--- src/rtl/output_parallel_to_serial_pkg.sv ---
// rtl/output_parallel_to_serial_pkg.sv - shared types and sizing helper for the parallel-to-serial output stage
package output_parallel_to_serial_pkg;

  typedef enum logic {
    EDGE_SHIFT = 1'b0,
    EDGE_LOAD  = 1'b1
  } edge_kind_t;

  // Counter width for a frame of `width` clocks; never below one bit.
  function automatic int cnt_width(input int width);
    return (width < 2) ? 1 : $clog2(width);
  endfunction

endpackage

--- src/rtl/output_parallel_to_serial.sv ---
// rtl/output_parallel_to_serial.sv - free-running MSB-first parallel-to-serial converter, reload every WIDTH_INPUT clocks
module output_parallel_to_serial
  import output_parallel_to_serial_pkg::*;
#(
  parameter int WIDTH_INPUT = 128
) (
  input  logic                   CLK,
  input  logic                   RST_N,
  input  logic [WIDTH_INPUT-1:0] data_in,
  output logic                   data_out
);

  localparam int CW = cnt_width(WIDTH_INPUT);
  localparam logic [CW-1:0] CNT_LAST = CW'(WIDTH_INPUT - 1);

  logic [WIDTH_INPUT-1:0] sr, sr_next;
  logic [CW-1:0]          cnt, cnt_next;
  logic                   data_next;
  edge_kind_t             edge_kind;

  always_ff @(posedge CLK or negedge RST_N) begin
    if (!RST_N) begin
      sr       <= '0;
      cnt      <= '0;
      data_out <= 1'b0;
    end else begin
      sr       <= sr_next;
      cnt      <= cnt_next;
      data_out <= data_next;
    end
  end

  // The MSB goes straight to the output on a load, so sr only holds the remaining bits.
  always_comb begin
    edge_kind = (cnt == '0) ? EDGE_LOAD : EDGE_SHIFT;
    data_next = sr[WIDTH_INPUT-1];
    sr_next   = sr << 1;
    cnt_next  = cnt - 1'b1;
    if (edge_kind == EDGE_LOAD) begin
      data_next = data_in[WIDTH_INPUT-1];
      sr_next   = {data_in[WIDTH_INPUT-2:0], 1'b0};
      cnt_next  = CNT_LAST;
    end
  end

endmodule

--- config.mk ---
export PLATFORM = sky130hd
export DESIGN_NAME = output_parallel_to_serial
export DESIGN_NICKNAME = d
export VERILOG_FILES = /design/src/rtl/output_parallel_to_serial_pkg.sv /design/src/rtl/output_parallel_to_serial.sv
export SDC_FILE = /design/constraint.sdc
export NUM_CORES = 1
export LEC_CHECK = 0
export BUFFER_PORTS_ARGS = -buffer_cell sky130_fd_sc_hd__buf_2
export CELL_PAD_IN_SITES_DETAIL_PLACEMENT = 0
export CELL_PAD_IN_SITES_GLOBAL_PLACEMENT = 2
export CORE_MARGIN = 2
export CORE_UTILIZATION = 38
export DETAILED_ROUTE_END_ITERATION = 16
export GPL_ROUTABILITY_DRIVEN = 0
export PLACE_DENSITY = 0.81
export SYNTH_ARGS = -nofsm -noshare
export SYNTH_HDL_FRONTEND = slang
export SYNTH_SLANG_ARGS = --single-unit
--- constraint.sdc ---
create_clock -name CLK -period 2.2 [get_ports CLK]
set_input_delay 0.11 -clock CLK [delete_from_list [all_inputs] [get_ports CLK]]
set_output_delay 0.11 -clock CLK [all_outputs]
set_load 0.01 [all_outputs]
==> metrics.csv, run 1 <==
stage,metric,value,unit
die,x dimension of the die,124,um
status,error message,[ERROR RSZ-0060] Max buffer count reached.,
die,number of placement rows,43,
clock_tree,quantity of gates resized following cts,0,
synth,"Avg Cell Area, Syn",18.0,sq um
synth,cells taking the most area after synthesis,"sky130_fd_sc_hd__dfrtp_1, sky130_fd_sc_hd__mux2_4, sky130_fd_sc_hd__mux2_2",
synth,Synth Register Bits,135,
synth,most common flop cell mapped by yosys,sky130_fd_sc_hd__dfrtp_1,
status,failing step,4_1_cts,
die,Die H,124,um
clock_tree,Sinks on Clock Net,135,
synth,number of flops mapped to enable cells by yosys,0,
clock_tree,CTS HTree Levels,4,
synth,Post-synth ARST share,1.00,
die,Initial Utilization,0.391,
synth,Syn Nets,434,
clock_tree,"Hold-fix buffers, CTS",128,
synth,post-synth top area cell,sky130_fd_sc_hd__dfrtp_1,
die,top-level I/O count,131,
clock_tree,maximum clock insertion buffer count,2,
synth,sequential element share of the synthesized area,0.621,
clock_tree,total clock buffers created by CTS,17,
clock_tree,post-CTS setup repair buffer count,0,
status,result of the run,aborted with a tool error,
synth,Synth Cell Area,5440,sq um
clock_tree,clock root cell,sky130_fd_sc_hd__clkbuf_16,
synth,number of distinct library cells after synthesis,22,
placement,DP Wirelength,6640,um
placement,total of buffers placed on input and output ports,130,
synth,number of cells produced by synthesis,302,
synth,Yosys top cell area share,0.621,
synth,Yosys Warn Count,0,
[kinds of logic after synthesis]
| logic type | count (synthesis) | share of synthesized area |
|---|---|---|
| compound gates | 4 | 0.00483 |
| xor+xnor | 3 | 0.00483 |
| fa+ha+maj | 2 | 0.00460 |
| buf+inv | 17 | 0.0264 |
| flops | 135 | 0.621 |
| mux | 127 | 0.322 |
| simple gates | 14 | 0.0168 |
[metrics by stage]
stage          instances   util  instance area, sq um  worst slack (ns)
3_5_place_dp         604  0.452                  6300             0.166
3_3_place_gp         604  0.452                  6300             0.289
2_1_floorplan        302      -                  5440             0.567
[cell usage after synthesis, types with 2 or more instances]
cell	number
sky130_fd_sc_hd__buf_2	4
sky130_fd_sc_hd__buf_6	10
sky130_fd_sc_hd__dfrtp_1	135
sky130_fd_sc_hd__ha_1	2
sky130_fd_sc_hd__inv_1	3
sky130_fd_sc_hd__mux2_2	41
sky130_fd_sc_hd__mux2_4	86
sky130_fd_sc_hd__nand2_1	4
sky130_fd_sc_hd__nor3_1	2
sky130_fd_sc_hd__xnor2_1	3
==> run 2: changes to the inputs <==
- CELL_PAD_IN_SITES_DETAIL_PLACEMENT: 0 -> unset
- CELL_PAD_IN_SITES_GLOBAL_PLACEMENT: 2 -> unset
- CORE_UTILIZATION: 38 -> 25
- PLACE_DENSITY: 0.81 -> unset
- PLACE_DENSITY_LB_ADDON: unset -> 0.15
==> run 2 against run 1 <==
  * Synthesized cell count stayed put
  * The run now ends clean
  * Area after synthesis is the same
==> metrics.csv, run 2 <==
stage,metric,value,unit
routing,routed vias,3329,
hold_path,Worst Hold Class,input pin to asynchronous set/reset pin,
synth,cells taking the most area after synthesis,"sky130_fd_sc_hd__dfrtp_1, sky130_fd_sc_hd__mux2_4, sky130_fd_sc_hd__mux2_2",
sta,Post-Route Skew,0.0169,ns
critical_path,cells traversed along the worst timing path,inv_1 -> ha_1 -> nor3b_2 -> nand2_8 -> buf_12 -> mux2_4,
finish,Top reg by flops,sr,
clock_tree,clock insertion delay at the later pin of the skew report,0.42,ns
die,number of placement rows,53,
sta,Tightest Pin Transition,0.688,ns
synth,Synth Register Bits,135,
status,result of the run,completed,
synth,"Avg Cell Area, Syn",18.0,sq um
clock_tree,total clock buffers created by CTS,17,
sta,final setup vio count,0,
placement,total of buffers placed on input and output ports,130,
sta,period utilization,0.950,
finish,Layout Area Growth over Synthesis,53.1,%
sta,unrepaired setup endpoints after global routing,no,
clock_tree,post-CTS setup repair buffer count,0,
grt,global-route usage over all layers,0.107,
synth,post-synth top area cell,sky130_fd_sc_hd__dfrtp_1,
sta,fin worst setup slack,0.109,ns
synth,most common flop cell mapped by yosys,sky130_fd_sc_hd__dfrtp_1,
routing,Total Wirelength,11600,um
grt,global-route wire length before repair,18600,um
synth,number of cells produced by synthesis,302,
die,total die area,23000,sq um
sta,count of final hold-check violations,0,
routing,average wire length per cell after detail routing,13.5,um
die,Die H,152,um
grt,initial antenna violation count,0,
critical_path,critical path's largest stage delay,0.42,ns
sta,Peak Freq,478,MHz
routing,DRC viols,0,
sta,final setup TNS,0,ns
clock_tree,"Hold-fix buffers, CTS",129,
critical_path,critical path peak fanout,58,
synth,Post-synth ARST share,1.00,
critical_path,worst endpoint required time,2.49,ns
critical_path,Critical-path top delay cell,sky130_fd_sc_hd__nor3b_2,
finish,most frequent standard cell in the layout excluding fill and tap cells,sky130_fd_sc_hd__dfrtp_1,
synth,Yosys top cell area share,0.621,
critical_path,arrival time of data at the critical path endpoint,2.38,ns
power,peak ir drop on the vdd network,0.000466,V
synth,Syn Nets,434,
finish,share of post-route cells with drive strength above 1,0.513,
die,x dimension of the die,152,um
synth,top cells by instance count after synthesis,"sky130_fd_sc_hd__dfrtp_1, sky130_fd_sc_hd__mux2_4, sky130_fd_sc_hd__mux2_2",
synth,number of distinct library cells after synthesis,22,
routing,DRC violation total after the first TritonRoute iteration,78,
finish,# diodes,0,
finish,number of flip-flops in the largest register,127,
placement,DP Wirelength,7110,um
clock_tree,maximum clock insertion buffer count,2,
finish,"commonest non-fill, non-tap cells in the layout","sky130_fd_sc_hd__dfrtp_1, sky130_fd_sc_hd__dlygate4sd3_1, sky130_fd_sc_hd__buf_2",
critical_path,category of the worst setup path launch point,flip-flop,
die,Initial Utilization,0.257,
synth,Synth Cell Area,5440,sq um
placement,worst-case setup slack after placement,0.123,ns
power,leakage,4.25,nW
clock_tree,clock-pin slew of the registers on the worst-case setup and hold paths,0.06,ns
critical_path,category of the most critical setup path,flip-flop to flip-flop,
clock_tree,quantity of gates resized following cts,0,
grt,global route overflow,0,
clock_tree,TritonCTS clock tree,yes,
critical_path,kind of capture point of the worst setup path,flip-flop,
sta,relative max-transition margin,0.541,
routing,via-per-instance ratio,3.87,
power,pwr/cell area,726,nW/um^2
sta,total count of max-transition violations in the final report,0,
grt,via count of the first global-routing pass,3654,
die,core region area,21200,sq um
routing,number of iterations in the first detailed-routing pass,4,
synth,Yosys Warn Count,0,
sta,post-layout minimum cycle time,2.09,ns
routing,Antenna Violating Nets Remaining,0,
die,top-level I/O count,131,
flow_run,max-capacitance violation count,0,
clock_tree,CTS HTree Levels,4,
synth,number of flops mapped to enable cells by yosys,0,
finish,largest registers,"sr (127), cnt (7), data_out (1)",
clock_tree,Sinks on Clock Net,135,
clock_tree,clock root cell,sky130_fd_sc_hd__clkbuf_16,
grt,pin count of the biggest net entering global routing,73,
finish,fin nets,705,
synth,most frequent cell after synthesis,sky130_fd_sc_hd__dfrtp_1,
finish,fill cell total of the finished layout,1985,
synth,sequential element share of the synthesized area,0.621,
-- run 2: cell families after synthesis --
group | synth area share
xor+xnor | 0.00483
flops | 0.621
fa+ha+maj | 0.00460
compound gates | 0.00483
mux | 0.322
buf+inv | 0.0264
simple gates | 0.0168
-- run 2: routing by layer --
| layer | track usage | part of all wire | wire [um] |
|---|---|---|---|
| met2 | 0.163 | 0.45 | 5230 |
| met5 | 0 | 0 | 0 |
| met4 | 0.0403 | 0.011 | 127 |
| met1 | 0.139 | 0.47 | 5460 |
| met3 | 0.0395 | 0.071 | 826 |
-- run 2: stage by stage --
step	area, sq um	hold WS (ns)	instances	util	power (mW)
floorplan	5440	-0.186	302	-	2.72
global placement	6420	0.167	700	0.302	2.91
detailed placement	6420	0.178	700	0.302	2.92
CTS	8340	0.302	860	0.393	6.19
global route	8340	0.332	860	0.393	6.34
finish	8340	0.284	860	0.393	6.06
-- run 2: final timing paths --
check | from | to | slack (ns) | depth (start not counted)
max in group asynchronous | RST_N | sr[125]$_DFF_PN0_ | 1.21 | 3
worst min-delay path | RST_N | sr[104]$_DFF_PN0_ | 0.28 | 2
worst max register to register | cnt[0]$_DFF_PN0_ | sr[70]$_DFF_PN0_ | 0.11 | 6
min in group CLK | data_in[40] | sr[41]$_DFF_PN0_ | 0.45 | 3
worst max-delay path | cnt[0]$_DFF_PN0_ | sr[70]$_DFF_PN0_ | 0.11 | 6
worst min register to register | sr[127]$_DFF_PN0_ | data_out$_DFF_PN0_ | 0.46 | 1
-- run 2: worst max-delay path: cells and delay by family (launching register included) --
kind                       cells  cell delay (ns)
muxes                          1             0.35
and+or+nand+nor                2             0.61
adders and majority gates      1             0.17
buffers and inverters          2             0.39
DFF                            1             0.40
-- run 2: layout make-up --
| type | count | area [sq um] | area share |
|---|---|---|---|
| clock buffers | 19 | 453 | 0.0543 |
| clock inverters | 12 | 176 | 0.0212 |
| inverters | 3 | 11.3 | 0.00135 |
| multi-input cells | 150 | 1940 | 0.232 |
| flip-flops and latches | 135 | 3380 | 0.405 |
| well taps | 275 | 344 | 0.0413 |
| repair buffers | 266 | 2040 | 0.244 |
-- run 2: report_power, final --
group | total [mW] | switching, mW | internal (mW) | leakage [nW]
combinational | 0.471 | 0.139 | 0.332 | 2.27
sequential | 2.58 | 0.0226 | 2.56 | 1.68
clock | 3.00 | 1.05 | 1.95 | 0.305
total | 6.06 | 1.22 | 4.84 | 4.25
Note: power is estimated with default switching activity, not from simulation.
